**src/rtl/wdog_timer_param.sv**
```systemverilog
// wdog_timer_param: parametrised watchdog timer, Avalon-MM slave (16-bit data, 3-bit word address).
// Software-programmable period, early-warning threshold interrupt, stretched reset-request pulse.
// Optional windowed mode is compiled in with `define WDOG_TIMER_WINDOW_EN; without it kicks are
// always accepted and STATUS.EARLY reads 0.
//
// Bus handshake: there is no wait-state; a write is accepted in the cycle where
// chipselect=1 and write_n=0, and readdata presents mux(address) one clk later, every cycle.
module wdog_timer_param #(
  parameter int unsigned COUNTER_WIDTH      = 27,
  parameter logic [31:0] DEFAULT_PERIOD     = 32'h05F5E0FF,
  parameter int unsigned RESET_PULSE_CYCLES = 4
) (
  input  logic        clk,
  input  logic        reset_n,
  input  logic [2:0]  address,
  input  logic        chipselect,
  input  logic        write_n,
  input  logic [15:0] writedata,
  output logic [15:0] readdata,
  output logic        irq,
  output logic        resetrequest
);

  localparam int unsigned CW = COUNTER_WIDTH;
  typedef logic [CW-1:0] cnt_t;

  localparam cnt_t       DEF_PERIOD = DEFAULT_PERIOD[CW-1:0];
  localparam logic [7:0] PULSE_LOAD = 8'(RESET_PULSE_CYCLES);

  localparam logic [2:0] A_STATUS  = 3'd0;
  localparam logic [2:0] A_CONTROL = 3'd1;
  localparam logic [2:0] A_PER_L   = 3'd2;
  localparam logic [2:0] A_PER_H   = 3'd3;
  localparam logic [2:0] A_SNAP_L  = 3'd4;
  localparam logic [2:0] A_SNAP_H  = 3'd5;
  localparam logic [2:0] A_THR_L   = 3'd6;
  localparam logic [2:0] A_THR_H   = 3'd7;

  // Merge one 16-bit half into a CW-bit register; bits at or above CW are dropped.
  function automatic cnt_t write_half(input cnt_t cur, input logic hi, input logic [15:0] wd);
    logic [31:0] w;
    w = 32'(cur);
    if (hi) w[31:16] = wd;
    else    w[15:0]  = wd;
    return w[CW-1:0];
  endfunction

  cnt_t        counter_q, counter_d;
  cnt_t        counter_prev_q, counter_prev_d;
  cnt_t        period_q, period_d;
  cnt_t        thresh_q, thresh_d;
  cnt_t        snap_q, snap_d;
  logic        to_q, to_d;
  logic        warn_q, warn_d;
  logic        early_q, early_d;
  logic        run_q, run_d;
  logic        ito_q, ito_d;
  logic        iwarn_q, iwarn_d;
  logic        force_reload_q, force_reload_d;
  logic [7:0]  pulse_q, pulse_d;
  logic [15:0] readdata_q, readdata_d;

  logic        wr_en;
  logic        kick;
  logic        early_kick;
  logic        timeout_ev;
  logic        warn_ev;
  cnt_t        reload_val;
  logic [31:0] period_w, snap_w, thresh_w;

  assign wr_en      = chipselect & ~write_n;
  assign kick       = wr_en & ((address == A_PER_L) | (address == A_PER_H));
  assign reload_val = (period_q == '0) ? cnt_t'(1) : period_q;
  assign timeout_ev = run_q & (counter_q == '0) & (counter_prev_q != '0);
  assign warn_ev    = run_q & (thresh_q != '0) & (counter_q == thresh_q) &
                      (counter_prev_q != thresh_q);

`ifdef WDOG_TIMER_WINDOW_EN
  // A kick while the counter is still above the threshold is too early and counts as a fault.
  assign early_kick = kick & run_q & (thresh_q != '0) & (counter_q > thresh_q);
`else
  assign early_kick = 1'b0;
`endif

  assign period_w = 32'(period_q);
  assign snap_w   = 32'(snap_q);
  assign thresh_w = 32'(thresh_q);

  // Next-state for all registers: bus writes, counting, event flags, pulse stretcher, read mux.
  always_comb begin
    counter_d      = counter_q;
    counter_prev_d = counter_q;
    period_d       = period_q;
    thresh_d       = thresh_q;
    snap_d         = snap_q;
    to_d           = to_q;
    warn_d         = warn_q;
    early_d        = early_q;
    run_d          = run_q;
    ito_d          = ito_q;
    iwarn_d        = iwarn_q;
    force_reload_d = kick;
    pulse_d        = pulse_q;
    readdata_d     = 16'h0000;

    // Write-1-to-clear first, so a same-cycle event below wins.
    if (wr_en && address == A_STATUS) begin
      if (writedata[0]) to_d    = 1'b0;
      if (writedata[2]) warn_d  = 1'b0;
      if (writedata[3]) early_d = 1'b0;
    end
    if (timeout_ev || early_kick) to_d    = 1'b1;
    if (warn_ev)                  warn_d  = 1'b1;
    if (early_kick)               early_d = 1'b1;

    if (wr_en && address == A_CONTROL) begin
      ito_d   = writedata[0];
      iwarn_d = writedata[1];
      if (writedata[2]) run_d = 1'b1;
    end

    if (wr_en && address == A_PER_L) period_d = write_half(period_q, 1'b0, writedata);
    if (wr_en && address == A_PER_H) period_d = write_half(period_q, 1'b1, writedata);
    if (wr_en && address == A_THR_L) thresh_d = write_half(thresh_q, 1'b0, writedata);
    if (wr_en && address == A_THR_H) thresh_d = write_half(thresh_q, 1'b1, writedata);
    if (wr_en && (address == A_SNAP_L || address == A_SNAP_H)) snap_d = counter_q;

    // A kick reloads one cycle after the PERIOD write, even when not running.
    if (force_reload_q)            counter_d = reload_val;
    else if (run_q) begin
      if (counter_q == '0)         counter_d = reload_val;
      else                         counter_d = counter_q - cnt_t'(1);
    end

    if (timeout_ev || early_kick) pulse_d = PULSE_LOAD;
    else if (pulse_q != 8'd0)     pulse_d = pulse_q - 8'd1;

    case (address)
      A_STATUS:  readdata_d = {12'h000, early_q, warn_q, run_q, to_q};
      A_CONTROL: readdata_d = {14'h0000, iwarn_q, ito_q};
      A_PER_L:   readdata_d = period_w[15:0];
      A_PER_H:   readdata_d = period_w[31:16];
      A_SNAP_L:  readdata_d = snap_w[15:0];
      A_SNAP_H:  readdata_d = snap_w[31:16];
      A_THR_L:   readdata_d = thresh_w[15:0];
      A_THR_H:   readdata_d = thresh_w[31:16];
      default:   readdata_d = 16'h0000;
    endcase
  end

  // State registers with asynchronous active-low reset.
  always_ff @(posedge clk or negedge reset_n) begin
    if (!reset_n) begin
      counter_q      <= DEF_PERIOD;
      counter_prev_q <= DEF_PERIOD;
      period_q       <= DEF_PERIOD;
      thresh_q       <= '0;
      snap_q         <= '0;
      to_q           <= 1'b0;
      warn_q         <= 1'b0;
      early_q        <= 1'b0;
      run_q          <= 1'b0;
      ito_q          <= 1'b0;
      iwarn_q        <= 1'b0;
      force_reload_q <= 1'b0;
      pulse_q        <= 8'd0;
      readdata_q     <= 16'h0000;
    end else begin
      counter_q      <= counter_d;
      counter_prev_q <= counter_prev_d;
      period_q       <= period_d;
      thresh_q       <= thresh_d;
      snap_q         <= snap_d;
      to_q           <= to_d;
      warn_q         <= warn_d;
      early_q        <= early_d;
      run_q          <= run_d;
      ito_q          <= ito_d;
      iwarn_q        <= iwarn_d;
      force_reload_q <= force_reload_d;
      pulse_q        <= pulse_d;
      readdata_q     <= readdata_d;
    end
  end

  assign readdata     = readdata_q;
  assign irq          = (to_q & ito_q) | (warn_q & iwarn_q);
  assign resetrequest = (pulse_q != 8'd0);

endmodule

```
**config.mk**
```make
export PLATFORM = sky130hd
export DESIGN_NAME = wdog_timer_param
export DESIGN_NICKNAME = d
export VERILOG_FILES = /design/src/rtl/wdog_timer_param.sv
export SDC_FILE = /design/constraint.sdc
export NUM_CORES = 1
export LEC_CHECK = 0
export BUFFER_PORTS_ARGS = -buffer_cell sky130_fd_sc_hd__buf_2
export CORE_ASPECT_RATIO = 1.4
export CORE_MARGIN = 5
export CORE_UTILIZATION = 45
export DETAILED_ROUTE_END_ITERATION = 7
export HOLD_SLACK_MARGIN = 0.05
export SLEW_MARGIN = 25
export SYNTH_ARGS = -nofsm -noshare
export SYNTH_HDL_FRONTEND = slang
export SYNTH_SLANG_ARGS = --single-unit
export TNS_END_PERCENT = 10
```
**constraint.sdc**
```tcl
create_clock -name clk -period 4 [get_ports clk]
set_clock_uncertainty 0.05 [all_clocks]
set_input_delay 0.8 -clock clk [delete_from_list [all_inputs] [get_ports clk]]
set_output_delay 0.8 -clock clk [all_outputs]
set_load 0.1 [all_outputs]
```
==> flow_metrics.tcl, run 1 <==
set metrics [dict create \
    use_met3 0.0546 \
    drv_slew 0 \
    multi_input_comb_area_um2 3830 \
    synth.most_common_cell "dfrtp_1" \
    setup_viol 0 \
    netlist.area_leader.share 0.327 \
    area_delta_synth_final_pct 12.9 \
    synth_seq_area_share 0.508 \
    power_frac_comb 0.251 \
    pwr-share-seq 0.486 \
    synth_cell_types 67 \
    layout-drive-gt1-share 0.328 \
    synthTopCellsByArea "dfrtp_1 33%, dfstp_2 18%, mux2_2 13%" \
    clock_latency_ns 0.43 \
    finalHoldViolations 0 \
    via_per_inst 6.27 \
    clockPowerShare 0.263 \
    reg2reg_depth 5 \
    port_buffers 40 \
    hold_path_depth 0 \
    drc 0 \
    powerDensity_nw_per_um2 682 \
    worst_slew_pin_slew_ns 0.947 \
    arrival_ns 2.34 \
    synthFlopType "dfrtp_1" \
    grt.overflow.total 0 \
    period_share 0.798 \
    cts_max_path_buffers 2 \
    relSlewSlack 0.363 \
    nNetsFinal 793 \
    final_antenna_net_count 0 \
    p_sw_uw 2380 \
    status "complete, no violations" \
    antenna_found_initial 1 \
    fillCellCount 1681 \
    rsz0062_at_grt "false" \
    dp_slack_ns 1.20 \
    pin_count 41 \
    grt_pass1_vias 6516 \
    ys_top_cells_by_count "108 x dfrtp_1, 96 x mux2_2, 57 x dfstp_2, 39 x nand2_1, 39 x nor2_1" \
    cts_buffers 17 \
    std_cell_rows 58 \
    core_um2 18000 \
    ir_drop_uv 298 \
    hold_buffers 0 \
    grt_pass1_wl_mm 40.7 \
    synth_area_um2 8260 \
    grtUsageTotal 0.257 \
    cp-start-kind "flip-flop" \
    final-seq-area_um2 4200 \
    holdWs_ns 0.365 \
    diodes 0 \
    worstPathRequired_ns 3.15 \
    die_y_um 170 \
    gr-usage-met2 0.410 \
    tns_ns 0 \
    crit_type "reg2out" \
    cp-end-kind "output pin" \
    synth_edf_count 0 \
    p_leak_uw 0.00385 \
    clock.fmax_mhz 313 \
    max-cap-violations 0 \
    die_w_um 125 \
    cts_max_level 4 \
    fin_ws_ns 0.807 \
    syn_nets 758 \
    routed_wl_mm 26.7 \
    use_met1 0.329 \
    synthArstFlopShare 1.00 \
    synth_cells 732 \
    gp_congestion 0.979 \
    post-route-min-period_ns 3.19 \
    cts_resized 0 \
    hp-class "reg2reg" \
    clock-sinks 165 \
    path_clk_slew_ns 0.06 \
    yosys.area.top_type "dfrtp_1" \
    yosysWarningCount 0 \
    post_drt_wl_per_cell_um 26.2 \
    die_area_um2 21200 \
    cts-root-buf "clkbuf_16" \
    drt_pre_antenna_iters 5 \
    switching_share 0.374 \
    critPathMaxFanout 9 \
    top_usage_layer "met2" \
    grt_max_degree 94 \
    internal-power_uw 3990 \
    vias 6392 \
    avgSynthCellArea_um2 11.3 \
    cts_tree "yes" \
    post-cts-setup-buffer-count 0 \
    dp_hpwl_mm 19.4 \
    drt_iter0_drc 524 \
    ys_ff_latch 165 \
    start_util 0.459 \
]
==> worst paths after layout <==
path	startpoint	endpoint	slack [ns]
setup / recovery	pulse_q[0]	resetrequest	0.81
hold / removal	counter_prev_d[0]	counter_prev_q[0]	0.36
setup reg to reg	counter_prev_d[19]	counter_prev_d[11]	1.17
hold reg to reg	counter_prev_d[0]	counter_prev_q[0]	0.36
max in group asynchronous	reset_n	counter_prev_q[2]	2.50
min in group asynchronous	reset_n	pulse_q[5]	0.41
==> layer usage <==
layer / share of wire / vias up
met5: 0.00075 / -
met4: 0.051 / 2
met3: 0.065 / 90
met2: 0.48 / 269
met1: 0.41 / 3265
li1: - / 2766
==> worst max-delay path, stage by stage, from the launching register on <==
cell and delay [ns]:
dfrtp_1 0.41, inv_1 0.11, ha_1 0.19, or3b_2 0.50
nor3_1 0.19, buf_4 0.19, inv_1 0.04, buf_2 0.28
==> state kept, by name, summed over array words and instances (netlist names) <==
register / count
run_q: 1
counter_prev_d: 27
snap_q: 27
period_q: 27
pulse_q: 8
to_q: 1
force_reload_q: 1
warn_q: 1
readdata: 16
iwarn_q: 1
ito_q: 1
counter_prev_q: 27
thresh_q: 27
==> cell families after synthesis <==
| kind of cell | after synthesis | synth area share |
|---|---|---|
| AOI/OAI and AO/OA | 111 | 0.0936 |
| xor gates and xnor gates | 59 | 0.0625 |
| adders and majority gates | 3 | 0.00454 |
| buffers and inverters | 56 | 0.0291 |
| DFF | 165 | 0.508 |
| muxes | 112 | 0.152 |
| and+or+nand+nor | 226 | 0.150 |
==> cell type report <==
| type | count | area share |
|---|---|---|
| multi-input cells | 511 | 0.410 |
| repair buffers | 57 | 0.0371 |
| well taps | 240 | 0.0322 |
| flip-flops and latches | 165 | 0.450 |
| clock inverters | 12 | 0.0155 |
| inverters | 15 | 0.00603 |
| clock buffers | 20 | 0.0489 |
==> placed cells by master, fill, tap and decap left out, drive strengths merged, types with 3 or more instances in the layout <==
cell type,n
a211o,3
a21oi,18
a221o,4
a221oi,4
a22o,8
a22oi,13
a311o,4
and3,6
buf,57
clkbuf,20
clkinv,5
dfrtp,108
dfstp,57
ha,3
inv,18
mux2,96
mux2i,15
nand2,39
nand2b,5
nand3,19
nand4,15
nor2,39
nor2b,10
nor3,21
nor4,38
nor4b,3
o21ai,30
o311ai,4
o31ai,4
or3,12
or4,5
xnor2,30
xor2,29
==> metrics by stage <==
stage	power, uW	area (um^2)	util	std cells
4_1_cts	6360	9330	0.519	1020
6_report	6360	9330	0.519	1020
5_1_grt	6660	9330	0.519	1020
2_1_floorplan	4000	8260	-	732
3_5_place_dp	4690	8730	0.485	988
3_3_place_gp	4640	8730	0.485	988
==> power by group through the flow <==
stage / Clock [uW] / Sequential [uW] / Combinational (uW)
5_1_grt: 1780 / 3130 / 1740
3_5_place_dp: 0 / 3100 / 1590
4_1_cts: 1690 / 3070 / 1600
2_1_floorplan: 0 / 2860 / 1130
6_report: 1670 / 3090 / 1600
3_3_place_gp: 0 / 3080 / 1560
Power figures use the tool's default switching activity.
==> run 2: changes to the inputs <==
==> constraint.sdc (replaced) <==
create_clock -name clk -period 3 [get_ports clk]
set_clock_uncertainty 0.05 [all_clocks]
set_input_delay 0.6 -clock clk [delete_from_list [all_inputs] [get_ports clk]]
set_output_delay 0.6 -clock clk [all_outputs]
set_load 0.1 [all_outputs]
==> run 2 against run 1 <==
Final cell count up 2.4%. Global-route usage barely moved. Combinational power increased by 48%. Clock power is 29% higher. Hold slack got worse by 0.23 ns. Sequential share of layout area fell by 0.86 points. Register-to-register slack worse by 0.84 ns. Sequential cell count unchanged. Count of clock-buffer cells in the layout increased by 1. Non-clock buffer count up 24. Final area grew 1.9%.
==> flow_metrics.tcl, run 2 (synthesis results as in run 1) <==
set metrics [dict create \
    status "complete, no violations" \
    cts_tree "yes" \
    arrival_ns 2.19 \
    cp-end-kind "output pin" \
    antenna_found_initial 1 \
    std_cell_rows 58 \
    hold_buffers 0 \
    die_area_um2 21200 \
    grt_pass1_vias 6717 \
    pwr-share-seq 0.465 \
    switching_share 0.372 \
    hp-class "in2async" \
    start_util 0.459 \
    grt_max_degree 72 \
    gr-usage-met2 0.437 \
    pin_count 41 \
    worst_slew_pin_slew_ns 0.878 \
    via_per_inst 6.10 \
    final_common_cell "dfrtp_1" \
    vias 6364 \
    use_met1 0.315 \
    post_drt_wl_per_cell_um 25.7 \
    grt.overflow.total 0 \
    clockPowerShare 0.255 \
    final-seq-area_um2 4200 \
    dp_slack_ns 0.374 \
    tns_ns 0 \
    drt_iter0_drc 438 \
    fin_ws_ns 0.158 \
    power_frac_comb 0.280 \
    die_w_um 125 \
    gp_congestion 0.960 \
    max-cap-violations 0 \
    powerDensity_nw_per_um2 891 \
    final_cells 1044 \
    drt_pre_antenna_iters 5 \
    cts-root-buf "clkbuf_16" \
    diodes 0 \
    clock-sinks 165 \
    worstPathRequired_ns 2.35 \
    use_met3 0.0399 \
    relSlewSlack 0.414 \
    grt_pass1_wl_mm 41.0 \
    post-cts-setup-buffer-count 0 \
    cp-start-kind "flip-flop" \
    holdWs_ns 0.136 \
    p_leak_uw 0.00396 \
    die_y_um 170 \
    p_sw_uw 3150 \
    core_um2 18000 \
    period_share 0.947 \
    final_cell_mix "108 x dfrtp_1, 96 x mux2_2, 57 x dfstp_2" \
    dpl.cell_count 1012 \
    ir_drop_uv 380 \
    cts_max_path_buffers 2 \
    crit_type "reg2out" \
    port_buffers 40 \
    final_antenna_net_count 0 \
    fillCellCount 1657 \
    top_usage_layer "met2" \
    layout-drive-gt1-share 0.350 \
    finalHoldViolations 0 \
    routed_wl_mm 26.8 \
    drv_slew 0 \
    clock.fmax_mhz 352 \
    post-route-min-period_ns 2.84 \
    cts_max_level 4 \
    multi_input_comb_area_um2 3830 \
    cts_buffers 17 \
    setup_viol 0 \
    rsz0062_at_grt "false" \
    grtUsageTotal 0.257 \
    internal-power_uw 5330 \
    critPathMaxFanout 4 \
    clock_latency_ns 0.42 \
    drc 0 \
    dp_hpwl_mm 20.2 \
    nNetsFinal 817 \
    area_delta_synth_final_pct 15.1 \
    path_clk_slew_ns 0.06 \
]
## run 2: cell types whose count changed in the layout (fill, tap and decap cells not counted), sizes merged
cell and change:
buf +24, clkinv -4, clkinvlp +2, inv +2, bufinv -1, clkbuf +1
## run 2: critical path: stages (launching register included)
cell and delay [ns]:
dfrtp_1 0.41, inv_1 0.10, ha_1 0.16, or3b_2 0.50
nor3_2 0.24, inv_1 0.07, buf_2 0.29
## run 2: final cells by class
cell class,instances,area share
tap,240,0.0316
timing repair buffer,81,0.0567
clock inverter,11,0.0121
clock buffer,21,0.0494
inverter,15,0.00592
multi-input combinational,511,0.403
sequential,165,0.441
## run 2: metrics by stage
| step | total power (uW) | cell area (um^2) | util |
|---|---|---|---|
| 3_3_place_gp | 6280 | 8920 | 0.496 |
| 3_5_place_dp | 6330 | 8920 | 0.496 |
| 5_1_grt | 8890 | 9520 | 0.529 |
| 6_report | 8480 | 9520 | 0.529 |
| 2_1_floorplan | 5330 | 8260 | - |
| 4_1_cts | 8520 | 9510 | 0.528 |
## run 2: power groups by stage
stage / sequential (uW) / combinational [uW] / clock (uW)
after floorplan: 3820 / 1510 / 0
after global placement: 3950 / 2330 / 0
after detailed placement: 3970 / 2370 / 0
after CTS: 3930 / 2380 / 2210
after global routing: 4010 / 2570 / 2300
final: 3940 / 2370 / 2160
## run 2: final timing paths
kind | cells after the start | slack [ns] | start | endpoint
setup / recovery | 6 | 0.16 | pulse_q[0] | resetrequest
hold / removal | 1 | 0.14 | reset_n | pulse_q[3]
setup reg to reg | 7 | 0.33 | counter_prev_d[19] | counter_prev_d[4]
hold reg to reg | 0 | 0.36 | counter_prev_d[0] | counter_prev_q[0]
max in group asynchronous | 2 | 1.97 | reset_n | counter_prev_d[7]
min in group clk | 0 | 0.36 | counter_prev_d[0] | counter_prev_q[0]
## run 2: layer usage
layer | up-vias | part of all wire
met5 | - | 0.00037
met4 | 2 | 0.052
met3 | 71 | 0.044
met2 | 225 | 0.50
met1 | 3253 | 0.41
li1 | 2813 | -
## run 2: timing repair
action,in CTS,in global routing
endpoints found under the hold margin,0,0
endpoints found under the setup margin,0,1
resized for setup,0,1
==> run 3: changes to the inputs <==
--- a/config.mk
+++ b/config.mk
@@ -5,12 +5,14 @@
 export SDC_FILE = /design/constraint.sdc
 export NUM_CORES = 1
 export LEC_CHECK = 0
+export ABC_AREA = 1
 export BUFFER_PORTS_ARGS = -buffer_cell sky130_fd_sc_hd__buf_2
 export CORE_ASPECT_RATIO = 1.4
-export CORE_MARGIN = 5
+export CORE_MARGIN = 3
 export CORE_UTILIZATION = 45
 export DETAILED_ROUTE_END_ITERATION = 7
 export HOLD_SLACK_MARGIN = 0.05
+export PLACE_DENSITY_LB_ADDON = 0.15
 export SLEW_MARGIN = 25
 export SYNTH_ARGS = -nofsm -noshare
 export SYNTH_HDL_FRONTEND = slang
==> run 3 against run 2 <==
Global-route usage is 4.8 points higher. Highest routed layer is now met4. Register-to-register slack better by 0.34 ns. Final cell count is 31% higher. Synthesized cell count is 46% higher. Final area stayed put. Hold slack worse by 0.015 ns. Clock power is 3% higher. Critical endpoint unchanged.
==> flow_metrics.tcl, run 3 <==
set metrics [dict create \
    clock-sinks 165 \
    drt_iter0_drc 855 \
    die_area_um2 20500 \
    final_cell_mix "279 x nand2_1, 121 x nor2_1, 108 x dfrtp_1" \
    worst_slew_pin_slew_ns 0.694 \
    die_w_um 122 \
    period_share 0.863 \
    vias 7767 \
    gp_congestion 0.943 \
    dp_hpwl_mm 23.3 \
    cts_resized 0 \
    cp-start-kind "flip-flop" \
    critPathMaxFanout 6 \
    setup_viol 0 \
    synth.most_common_cell "nand2_1" \
    grtUsageTotal 0.305 \
    port_buffers 40 \
    routed.top_layer "met4" \
    path_clk_slew_ns 0.07 \
    cts_max_path_buffers 2 \
    synth_cell_types 36 \
    synthFlopType "dfrtp_1" \
    nNetsFinal 1137 \
    ys_ff_latch 165 \
    ir_drop_uv 408 \
    met2_length_mm 14.7 \
    finalHoldViolations 0 \
    area_delta_synth_final_pct 12.3 \
    synth_edf_count 0 \
    tns_ns 0 \
    synthArstFlopShare 1.00 \
    p_leak_uw 0.00453 \
    std_cell_rows 58 \
    cts_max_level 4 \
    worstPathRequired_ns 2.35 \
    cts-root-buf "clkbuf_16" \
    grt.overflow.total 0 \
    layout-drive-gt1-share 0.149 \
    post_drt_wl_per_cell_um 22.3 \
    start_util 0.465 \
    final_common_cell "nand2_1" \
    pin_count 41 \
    clock_latency_ns 0.44 \
    grt_max_degree 68 \
    synth_seq_area_share 0.496 \
    powerDensity_nw_per_um2 963 \
    hp-class "in2async" \
    core_um2 18200 \
    grt_pass1_vias 7476 \
    wl_met1_mm 11.5 \
    arrival_ns 1.94 \
    synthTopCellsByArea "dfrtp_1 32%, dfstp_2 18%, nand2_1 12%" \
    ys_top_cells_by_count "279 x nand2_1, 122 x nor2_1, 108 x dfrtp_1, 105 x inv_1, 105 x o21ai_0" \
    grt_pass1_wl_mm 45.6 \
    holdWs_ns 0.121 \
    drv_slew 0 \
    diodes 0 \
    cts_buffers 17 \
    yosys.area.top_type "dfrtp_1" \
    synth_area_um2 8470 \
    clock.fmax_mhz 386 \
    cts_tree "yes" \
    post-cts-setup-buffer-count 0 \
    synth_cells 1072 \
    cp-end-kind "output pin" \
    final_antenna_net_count 0 \
    crit_type "reg2out" \
    antenna_found_initial 0 \
    avgSynthCellArea_um2 7.90 \
    status "complete, no violations" \
    max-cap-violations 0 \
    via_per_inst 5.69 \
    rsz0062_at_grt "false" \
    yosysWarningCount 0 \
    post-route-min-period_ns 2.59 \
    routed_wl_mm 30.5 \
    netlist.area_leader.share 0.319 \
    die_y_um 168 \
    hold_buffers 0 \
    drt_pre_antenna_iters 6 \
    syn_nets 1098 \
    relSlewSlack 0.536 \
    fillCellCount 1772 \
    drc 0 \
    wl_met3_mm 2.42 \
]
[run 3: layer usage]
layer | track usage | vias to the layer above
li1 | - | 3566
met1 | 0.381 | 3702
met2 | 0.503 | 401
met3 | 0.0578 | 98
met4 | 0.155 | 0
met5 | 0 | -
[run 3: layout make-up]
| cell class | instances | area, um^2 | area share |
|---|---|---|---|
| Tap cell | 240 | 300 | 0.0316 |
| Sequential cell | 165 | 4200 | 0.441 |
| Multi-Input combinational cell | 762 | 3670 | 0.386 |
| Clock buffer | 19 | 453 | 0.0476 |
| Timing Repair Buffer | 57 | 347 | 0.0364 |
| Inverter | 108 | 405 | 0.0426 |
| Clock inverter | 13 | 138 | 0.0145 |
[run 3: logic make-up after synthesis]
kind of cell,synth area share
AOI/OAI and AO/OA,0.103
xor gates and xnor gates,0.0352
adders and majority gates,0.00443
buffers and inverters,0.0710
DFF,0.496
muxes,0.00133
and+or+nand+nor,0.289
[run 3: power breakdown]
part	switching, uW	internal (uW)
clock network	999	1220
registers	924	3130
logic	1990	903
total	3910	5250
[run 3: worst max-delay path: stages (launching register included)]
cell     delay, ns
dfrtp_1       0.38
inv_1         0.09
ha_1          0.23
nand3_1       0.12
nor2_1        0.16
nand2_1       0.17
buf_2         0.34
[run 3: path summary, 6_finish.rpt]
check	startpoint	endpoint	slack, ns	depth (start not counted)
max	pulse_q[0]	resetrequest	0.41	6
min	reset_n	pulse_q[1]	0.12	1
max reg2reg	period_q[26]	counter_prev_d[4]	0.67	9
max in group asynchronous	reset_n	period_q[1]	1.96	2
min in group clk	counter_prev_d[1]	counter_prev_q[1]	0.34	0
min reg2reg	counter_prev_d[1]	counter_prev_q[1]	0.34	0
[run 3: stage by stage]
stage	instance area, um^2	power (uW)	cells	util	setup slack, ns
3_5_place_dp	8920	6910	1332	0.490	0.536
3_3_place_gp	8920	6890	1332	0.490	0.573
5_1_grt	9520	9650	1364	0.522	0.254
6_report	9520	9160	1364	0.522	0.412
4_1_cts	9520	9140	1364	0.522	0.385
2_1_floorplan	8470	5740	1072	-	0.741
